--- config.mk ---
export PLATFORM = sky130hd
export DESIGN_NAME = morse_word_scheduler_flat
export DESIGN_NICKNAME = d
export VERILOG_FILES = /design/src/rtl/morse_pkg.sv /design/src/rtl/morse_word_scheduler_if.sv /design/src/rtl/morse_sync_fifo.sv /design/src/rtl/morse_word_scheduler.sv /design/src/flat_wrapper.sv
export SDC_FILE = /design/constraint.sdc
export NUM_CORES = 1
export LEC_CHECK = 0
export ABC_AREA = 1
export ABC_CLOCK_PERIOD_IN_PS = 3200
export BUFFER_PORTS_ARGS = -buffer_cell sky130_fd_sc_hd__buf_2
export CAP_MARGIN = 20
export CELL_PAD_IN_SITES_DETAIL_PLACEMENT = 0
export CELL_PAD_IN_SITES_GLOBAL_PLACEMENT = 1
export CORE_MARGIN = 8
export CORE_UTILIZATION = 48
export CTS_CLUSTER_SIZE = 28
export DETAILED_ROUTE_END_ITERATION = 7
export PLACE_DENSITY = 0.89
export REMOVE_ABC_BUFFERS = 1
export SYNTH_ARGS = -nofsm -noshare
export SYNTH_HDL_FRONTEND = slang
export SYNTH_SLANG_ARGS = --single-unit
--- constraint.sdc ---
create_clock -name clk -period 3.2 [get_ports clk]
set_input_delay 0.64 -clock clk [delete_from_list [all_inputs] [get_ports clk]]
set_output_delay 0.64 -clock clk [all_outputs]
set_load 0.005 [all_outputs]
--- src/rtl/morse_pkg.sv ---
// Shared constants and types for the Morse word scheduler and its FIFO.
package morse_pkg;

    localparam int WORD_W_DEF = 10;

    typedef enum logic [1:0] {
        SYM_DOT   = 2'd0,
        SYM_DASH  = 2'd1,
        SYM_SPACE = 2'd2,
        SYM_END   = 2'd3
    } morse_sym_e;

    typedef logic [1:0] sched_state_t;

    localparam logic [1:0] ST_IDLE     = 2'd0;
    localparam logic [1:0] ST_CLEAR    = 2'd1;
    localparam logic [1:0] ST_WAIT_LOW = 2'd2;

endpackage

--- src/rtl/morse_word_scheduler_if.sv ---
// Valid/ready channel carrying queued words from the scheduler to the decoder.
interface morse_word_scheduler_if
    import morse_pkg::*;
#(
    parameter int WORD_W = WORD_W_DEF
) ();

    logic              dec_valid;
    logic              dec_ready;
    logic [WORD_W-1:0] dec_bits;
    logic              dec_spa_end;

    modport master (output dec_valid, output dec_bits, output dec_spa_end, input dec_ready);
    modport slave  (input dec_valid, input dec_bits, input dec_spa_end, output dec_ready);

endinterface

--- src/rtl/morse_sync_fifo.sv ---
// Synchronous first-word-fall-through FIFO; the head entry is always visible on rdata_o.
module morse_sync_fifo #(
    parameter int DEPTH = 4,
    parameter int WIDTH = 11
) (
    input  logic                         clk,
    input  logic                         rst,
    input  logic                         push_i,
    input  logic                         pop_i,
    input  logic [WIDTH-1:0]             wdata_i,
    output logic [WIDTH-1:0]             rdata_o,
    output logic [$clog2(DEPTH+1)-1:0]   count_o,
    output logic                         full_o,
    output logic                         empty_o
);

    localparam int PTR_W = $clog2(DEPTH);
    localparam int CNT_W = $clog2(DEPTH+1);

    logic [WIDTH-1:0] mem_q [DEPTH];
    logic [PTR_W-1:0] wr_ptr_q;
    logic [PTR_W-1:0] rd_ptr_q;
    logic [CNT_W-1:0] count_q;
    logic             do_push;
    logic             do_pop;

    assign full_o  = (count_q == CNT_W'(DEPTH));
    assign empty_o = (count_q == '0);

    // A push into a full FIFO is legal only when the head leaves in the same cycle.
    assign do_pop  = pop_i & ~empty_o;
    assign do_push = push_i & (~full_o | do_pop);

    // NOTE: state is updated with <= so every register samples pre-edge values.
    // NOTE: storage is reset too, so the head outputs read 0 after reset rather than stale data.
    always_ff @(posedge clk) begin
        if (rst) begin
            wr_ptr_q <= '0;
            rd_ptr_q <= '0;
            count_q  <= '0;
            for (int i = 0; i < DEPTH; i++) begin
                mem_q[i] <= '0;
            end
        end else begin
            if (do_push) begin
                mem_q[wr_ptr_q] <= wdata_i;
                wr_ptr_q        <= wr_ptr_q + 1'b1;
            end
            if (do_pop) begin
                rd_ptr_q <= rd_ptr_q + 1'b1;
            end
            if (do_push && !do_pop) begin
                count_q <= count_q + 1'b1;
            end else if (do_pop && !do_push) begin
                count_q <= count_q - 1'b1;
            end
        end
    end

    assign rdata_o = mem_q[rd_ptr_q];
    assign count_o = count_q;

endmodule

--- src/rtl/morse_word_scheduler.sv ---
// Producer tick generator, word capture FSM and decoder-side FIFO for the Morse chain.
// Define MORSE_SCHED_DROPCNT_EN to add a saturating drop_count output.
module morse_word_scheduler
    import morse_pkg::*;
#(
    parameter int DIV    = 10,
    parameter int DEPTH  = 4,
    parameter int WORD_W = WORD_W_DEF
) (
    input  logic                         clk,
    input  logic                         Reset,
    input  logic [WORD_W-1:0]            outputbits,
    input  logic                         spa_end,
    input  logic                         sent,
    output logic                         prod_tick,
    output logic                         prod_clear,
    morse_word_scheduler_if.master       dec,
    output logic [$clog2(DEPTH+1)-1:0]   fifo_count,
    output logic                         overflow
`ifdef MORSE_SCHED_DROPCNT_EN
    ,
    output logic [7:0]                   drop_count
`endif
);

    localparam int TCNT_W = $clog2(DIV);

    logic [TCNT_W-1:0] tick_cnt_q;
    logic [TCNT_W-1:0] tick_cnt_d;
    logic              sent_q;
    sched_state_t      state_q;
    sched_state_t      state_d;

    logic              sent_rise;
    logic              push_req;
    logic              pop;
    logic              drop;
    logic              fifo_full;
    logic              fifo_empty;
    logic [WORD_W:0]   fifo_head;

    assign prod_tick  = (tick_cnt_q == TCNT_W'(DIV-1));
    assign tick_cnt_d = prod_tick ? '0 : tick_cnt_q + 1'b1;

    assign sent_rise  = sent & ~sent_q;
    assign push_req   = (state_q == ST_IDLE) & sent_rise;
    assign pop        = dec.dec_valid & dec.dec_ready;
    assign drop       = push_req & fifo_full & ~pop;
    assign prod_clear = (state_q == ST_CLEAR);

    // NOTE: state_d takes its hold value first so no path through the case leaves it unassigned.
    always_comb begin
        state_d = state_q;
        case (state_q)
            ST_IDLE:     if (sent_rise) state_d = ST_CLEAR;
            ST_CLEAR:    if (prod_tick) state_d = ST_WAIT_LOW;
            ST_WAIT_LOW: if (!sent)     state_d = ST_IDLE;
            default:                    state_d = ST_IDLE;
        endcase
    end

`ifdef MORSE_SCHED_DROPCNT_EN
    logic [7:0] drop_cnt_q;
    logic [7:0] drop_cnt_d;

    assign drop_cnt_d = (drop && drop_cnt_q != 8'hFF) ? drop_cnt_q + 8'd1 : drop_cnt_q;
    assign drop_count = drop_cnt_q;
    assign overflow   = (drop_cnt_q != 8'd0);
`else
    logic overflow_q;
    logic overflow_d;

    assign overflow_d = overflow_q | drop;
    assign overflow   = overflow_q;
`endif

    always_ff @(posedge clk) begin
        if (Reset) begin
            tick_cnt_q <= '0;
            sent_q     <= 1'b0;
            state_q    <= ST_IDLE;
`ifdef MORSE_SCHED_DROPCNT_EN
            drop_cnt_q <= 8'd0;
`else
            overflow_q <= 1'b0;
`endif
        end else begin
            tick_cnt_q <= tick_cnt_d;
            sent_q     <= sent;
            state_q    <= state_d;
`ifdef MORSE_SCHED_DROPCNT_EN
            drop_cnt_q <= drop_cnt_d;
`else
            overflow_q <= overflow_d;
`endif
        end
    end

    morse_sync_fifo #(
        .DEPTH (DEPTH),
        .WIDTH (WORD_W + 1)
    ) u_fifo (
        .clk     (clk),
        .rst     (Reset),
        .push_i  (push_req),
        .pop_i   (pop),
        .wdata_i ({spa_end, outputbits}),
        .rdata_o (fifo_head),
        .count_o (fifo_count),
        .full_o  (fifo_full),
        .empty_o (fifo_empty)
    );

    assign dec.dec_valid   = ~fifo_empty;
    assign dec.dec_spa_end = fifo_head[WORD_W];
    assign dec.dec_bits    = fifo_head[WORD_W-1:0];

endmodule

--- src/flat_wrapper.sv ---
// flat-port wrapper written by rule: the top's interface ports become plain ports
module morse_word_scheduler_flat import morse_pkg::*;
#(
    parameter int DIV    = 10,
    parameter int DEPTH  = 4,
    parameter int WORD_W = WORD_W_DEF
)
  (clk, Reset, outputbits, spa_end, sent, prod_tick, prod_clear, fifo_count, overflow, dec_dec_valid, dec_dec_bits, dec_dec_spa_end, dec_dec_ready);
  morse_word_scheduler_if #(.WORD_W(WORD_W)) dec_i ();
  input  logic clk;
  input  logic Reset;
  input  logic [WORD_W-1:0] outputbits;
  input  logic spa_end;
  input  logic sent;
  output logic prod_tick;
  output logic prod_clear;
  output logic [$clog2(DEPTH+1)-1:0] fifo_count;
  output logic overflow;
  output wire logic [$bits(dec_i.dec_valid)-1:0] dec_dec_valid;
  output wire logic [$bits(dec_i.dec_bits)-1:0] dec_dec_bits;
  output wire logic [$bits(dec_i.dec_spa_end)-1:0] dec_dec_spa_end;
  input wire logic [$bits(dec_i.dec_ready)-1:0] dec_dec_ready;
  assign dec_dec_valid = dec_i.dec_valid;
  assign dec_dec_bits = dec_i.dec_bits;
  assign dec_dec_spa_end = dec_i.dec_spa_end;
  assign dec_i.dec_ready = dec_dec_ready;
  morse_word_scheduler #(.DIV(DIV), .DEPTH(DEPTH), .WORD_W(WORD_W)) u_core (.clk(clk), .Reset(Reset), .outputbits(outputbits), .spa_end(spa_end), .sent(sent), .prod_tick(prod_tick), .prod_clear(prod_clear), .dec(dec_i), .fifo_count(fifo_count), .overflow(overflow));
endmodule
Word-level counts from Yosys, hierarchy flattened

Memories as Yosys holds them, arrays and structs flattened. A register that Yosys moved wholly into a read port is not among the register bits.
Index checks and enable logic that the tools add are counted.

Bitwise logic cells: 13
Equal/unequal tests: 7
Add/subtract/negate cells: 5
Muxes and demuxes: 16
Reduce and logical (&&, ||, !) cells: 10

Operators by type and width:

| operator              | count |
|---|---|
| $mux W2               | 6 |
| $mux W11              | 1 |
| $reduce_or A11 Y1     | 1 |
| $and A1 B1 Y1         | 7 |
| $mux W1               | 6 |
| $mux W3               | 2 |
| $pmux W2 S3           | 1 |
| $add A2 B1 Y2 const B | 2 |
| $add A4 B1 Y4 const B | 1 |
| $eq A4 B4 Y1 const B  | 1 |
| $ne A2 B1 Y1 const B  | 2 |
| $not A1 Y1            | 4 |
| $add A3 B1 Y3 const B | 1 |
| $eq A3 B3 Y1 const B  | 1 |
| $logic_not A3 Y1      | 1 |
| $reduce_and A3 Y1     | 1 |
| $sub A3 B1 Y3 const B | 1 |
| $eq A2 B1 Y1 const B  | 1 |
| $eq A2 B2 Y1 const B  | 1 |
| $logic_and A1 B1 Y1   | 2 |
| $logic_not A1 Y1      | 2 |
| $logic_not A2 Y1      | 1 |
| $ne A2 B2 Y1 const B  | 1 |
| $or A1 B1 Y1          | 2 |
| 2 further kinds       | 2 |

Logic and storage cells: 59
Output and inout bits: 18
Register bits after elaboration: 15
Memories: 1
Bits in writable memories: 44
Input bits: 15

Memory list:

| memory              | depth | bits a word | read ports | clocked after Yosys merged registers in | wr ports | RTL line              | text |
|---|---|---|---|---|---|---|---|
| u_core.u_fifo.mem_q | 4     | 11          | 1          | 1                                       | 4        | morse_sync_fifo.sv:20 | `logic [WIDTH-1:0] mem_q [DEPTH];` |

Logic depth before layout (Yosys ltp)

Word-level depth: 11
Depth in mapped cells: 12
Mapped depth without buffers: 12

Modules after synthesis

A second synthesis with hierarchy kept.

Cells, all modules: 283
Area, all modules: 2867.8 um^2

Modules (own cells, without submodules):

| module               | area each (um^2) | times used | sequential area each (um^2) | cells each |
|---|---|---|---|---|
| morse_sync_fifo      | 2502.4           | 1          | 1501.4                      | 237 |
| morse_word_scheduler | 365.4            | 1          | 160.2                       | 46 |

Least setup slack after synthesis

Ideal clock, no wire load.

Kind: input to register
Start: in sent
End: mem u_core.u_fifo.mem_q[1][0] (enable)
Cell stages on the path: 4
Arrival time: 1733 ps
Setup slack: 1073 ps
Path buffers: 0
Setup time: 394 ps
Required time: 2806 ps
Cells stage by stage: nand2_2 -> nor2_4 -> nand2_2 -> o21ai_0

RTL lines:

| item            | RTL line              | text |
|---|---|---|
| start, declared | flat_wrapper.sv:14    | `input logic sent;` |
| end, declared   | morse_sync_fifo.sv:20 |  |

==> out/results.md <==
### Status
* **run status** finished, final reports clean

### Die
* **height of the die** 93.47 um
* **Starting Density** 49.23%
* **Cell Rows** 28
* **I/O Pins** 33
* **total die area** 8736 sq um
* **placeable core area** 5851 sq um
* **width of the chip** 93.47 um

### Final layout
* **filler instances** 519
* **commonest cells after routing, fill and taps aside** 46 x sky130_fd_sc_hd__nor2_1, 44 x sky130_fd_sc_hd__edfxtp_1, 40 x sky130_fd_sc_hd__inv_1
* **synthesis-to-layout area growth** 12.29%
* **number of nets in the finished design** 343
* **antenna diode count** 0
* **share of post-route cells with drive strength above 1** 27.44%
* **leading cell type in the layout, fill and taps excluded** sky130_fd_sc_hd__nor2_1

### Route
* **Post-route DRC** 0
* **drt total wl** 5636 um
* **vias after detailed routing** 1,997
* **WL per Instance** 13.99 um
* **first-pass iteration count of the detailed router** 4
* **1st-iter DRT viols** 102
* **routed vias/inst** 4.955
* **remaining antenna violation count** 0

### Synthesis
* **synth warn** 0
* **post-synthesis async set-or-reset flop share** 0%
* **number of synthesized register bits** 61
* **Avg Cell Area, Syn** 10.00 sq um
* **area of the mapped netlist** 2880 sq um
* **instance count of the mapped netlist** 288
* **Seq/Total Area, Yosys** 57.69%
* **number of enable-type register cells in the synthesized netlist** 44
* **flip-flop cell with the highest count after synthesis** sky130_fd_sc_hd__edfxtp_1
* **count of cell types in the netlist** 29

### Clocking
* **clk slew on worst S/H paths** 60 ps
* **CTS Root Buffer Type** sky130_fd_sc_hd__clkbuf_8
* **TritonCTS clock tree** yes
* **CTS-repair resized insts** 0
* **Hold-fix buffers, CTS** 0
* **count of buffers added by post-CTS timing repair for setup** 0
* **clock buffers created by TritonCTS** 9
* **total number of clock tree sinks** 61
* **CTS max path bufs** 2
* **H-tree level count** 3
* **source-to-sink clock delay at the later pin of the worst-skew pair** 330 ps

### Worst setup path
* **data arrival time at the worst-slack endpoint** 1670 ps
* **highest cell delay on the worst timing path** 490 ps
* **slowest cell on the critical path** sky130_fd_sc_hd__inv_1
* **depth of the most critical reg-to-reg path** 10
* **buffering stage count on the worst path with inverters included** 2
* **Max FO, Critical Path** 22
* **category of the worst setup path capture point** primary output
* **CP Class** flip-flop to primary output
* **data required time of the critical path** 2560 ps
* **Worst path depth** 4
* **startpoint of the most critical register-to-register path** u_core.u_fifo.count_o[0]
* **CP delay by family, top** buffers and inverters
* **launching element type of the critical path** flip-flop
* **ordered list of cells on the worst path** inv_1, o21ai_0, o22ai_1, buf_2

### STA
* **Max Transition Viols Final** 0
* **Final period util** 72.15%
* **final hold slack** 467.0 ps
* **number of failing setup endpoints in the final timing report** 0
* **pin slew with the least headroom to its limit** 669.9 ps
* **worst relative slew slack** 55.29%
* **highest clock rate** 433.1 MHz
* **number of endpoints with negative hold slack in the final report** 0
* **final period demand of the worst path** 2309 ps
* **clk_skew** 7.566 ps
* **post-route setup TNS** 0 ps
* **RSZ-0062 raised after global routing** no

### GRT
* **vias in the first global route** 2,025
* **Overflow after GRT** 0
* **first-pass GRT wire length** 9266 um
* **largest net degree at the start of global routing** 23
* **number of antenna violations at the first check in global routing** 0
* **overall global routing resource usage** 14.02%

### Hold path
* **Hold/Removal Path Class** flip-flop to flip-flop
* **Hold Path Origin** u_core.tick_cnt_q[0]
* **Worst Hold Path Cells** 1

### Place
* **RD Place Congestion** 0.7813
* **placed wire-length estimate after detailed placement** 3754 um
* **Port-buffer cells** 32

### Power and ir drop
* **Pwr per Cell Area** 645.1 nW/um^2
* **worst vdd rail ir drop** 341.4 uV
* **cell leakage power** 1.432 nW

### Flow run
* **Max-cap violations** 0

[path summary, 6_finish.rpt]
| check | slack (ps) | end |
|---|---|---|
| worst max register to register | 1300 | u_core.u_fifo.count_o[2] |
| worst min register to register | 470 | u_core.tick_cnt_q[0] |
| worst min-delay path | 470 | u_core.tick_cnt_q[0] |
| worst max-delay path | 890 | dec_dec_bits[5] |
[layer usage]
layer	routed length, um	track usage [%]	up-vias
li1	-	-	1011
met1	2494	15.72	919
met2	2693	22.80	56
met3	326	3.926	11
met4	121	9.396	0
met5	0	0	-
[worst register-to-register path, stage by stage, from the launching register on]
cell                      delay (ps)
sky130_fd_sc_hd__dfxtp_1         370
sky130_fd_sc_hd__nor2_1          160
sky130_fd_sc_hd__nand2_1         100
sky130_fd_sc_hd__nand2_1         150
sky130_fd_sc_hd__ha_1            190
sky130_fd_sc_hd__inv_1            70
sky130_fd_sc_hd__fa_1            380
sky130_fd_sc_hd__nand2_1          80
sky130_fd_sc_hd__nand3_1          80
sky130_fd_sc_hd__o21ai_0         150
sky130_fd_sc_hd__a21oi_1          60
[state kept, by name, summed over array words and instances (netlist names), named ones only]
name,cells
u_core.overflow,1
u_core.tick_cnt_q,4
u_core.sent_q,1
u_core.u_fifo.count_o,3
u_core.u_fifo.wr_ptr_q,2
u_core.u_fifo.mem_q,44
u_core.state_q,2
u_core.u_fifo.rd_ptr_q,2
[layout make-up]
class                   instances  area, sq um  area share [%]
inverters                      43        161.4           4.990
multi-input cells             173        979.7           30.29
clock inverters                 4        16.27          0.5029
well taps                      75        93.84           2.901
flip-flops and latches         61         1662           51.37
repair buffers                 36        190.2           5.880
clock buffers                  11        131.4           4.062
[cells by family (layout without fill, tap and decap cells)]
kind of cell | after synthesis | after routing | share of synthesized area [%]
buf+inv | 54 | 94 | 8.297
compound gates | 51 | 51 | 9.427
simple gates | 116 | 116 | 21.98
xor+xnor | 2 | 2 | 0.6083
flops | 61 | 61 | 57.69
fa+ha+maj | 4 | 4 | 1.998
[cell usage after synthesis (2+ instances only)]
library cell               number  area (sq um)
sky130_fd_sc_hd__a21oi_1       10         50.05
sky130_fd_sc_hd__buf_2          2         10.01
sky130_fd_sc_hd__clkbuf_1       6         22.52
sky130_fd_sc_hd__dfxtp_1       17         340.3
sky130_fd_sc_hd__edfxtp_1      44          1321
sky130_fd_sc_hd__ha_1           3         37.54
sky130_fd_sc_hd__inv_1         40         150.1
sky130_fd_sc_hd__inv_2          3         11.26
sky130_fd_sc_hd__nand2_1       22         82.58
sky130_fd_sc_hd__nand2_2        4         25.02
sky130_fd_sc_hd__nand2_4        9         101.4
sky130_fd_sc_hd__nand3_1        4         20.02
sky130_fd_sc_hd__nor2_1        46         172.7
sky130_fd_sc_hd__nor2_2        21         131.4
sky130_fd_sc_hd__nor2_4         5         56.30
sky130_fd_sc_hd__nor3_1         2         10.01
sky130_fd_sc_hd__o21ai_0       28         140.1
sky130_fd_sc_hd__o22ai_1       11         68.82
[stage by stage]
step           util (%)  power, mW  worst slack, ps  instances  cell area, sq um
3_3_place_gp      52.76      1.561            991.2        388              3087
3_5_place_dp      52.76      1.572            942.2        388              3087
5_1_grt           55.28      2.220            777.4        403              3234
6_report          55.28      2.086            891.3        403              3234
2_1_floorplan         -      1.337             1073        277              2803
4_1_cts           55.28      2.104            848.3        403              3234
[where the power goes]
part	total, mW	leakage [nW]	switching (mW)	internal (mW)
clock network	0.538	0.0757	0.270	0.267
logic	0.560	0.762	0.354	0.206
registers	0.988	0.594	0.0544	0.934
(Power assumes the default switching activity.)
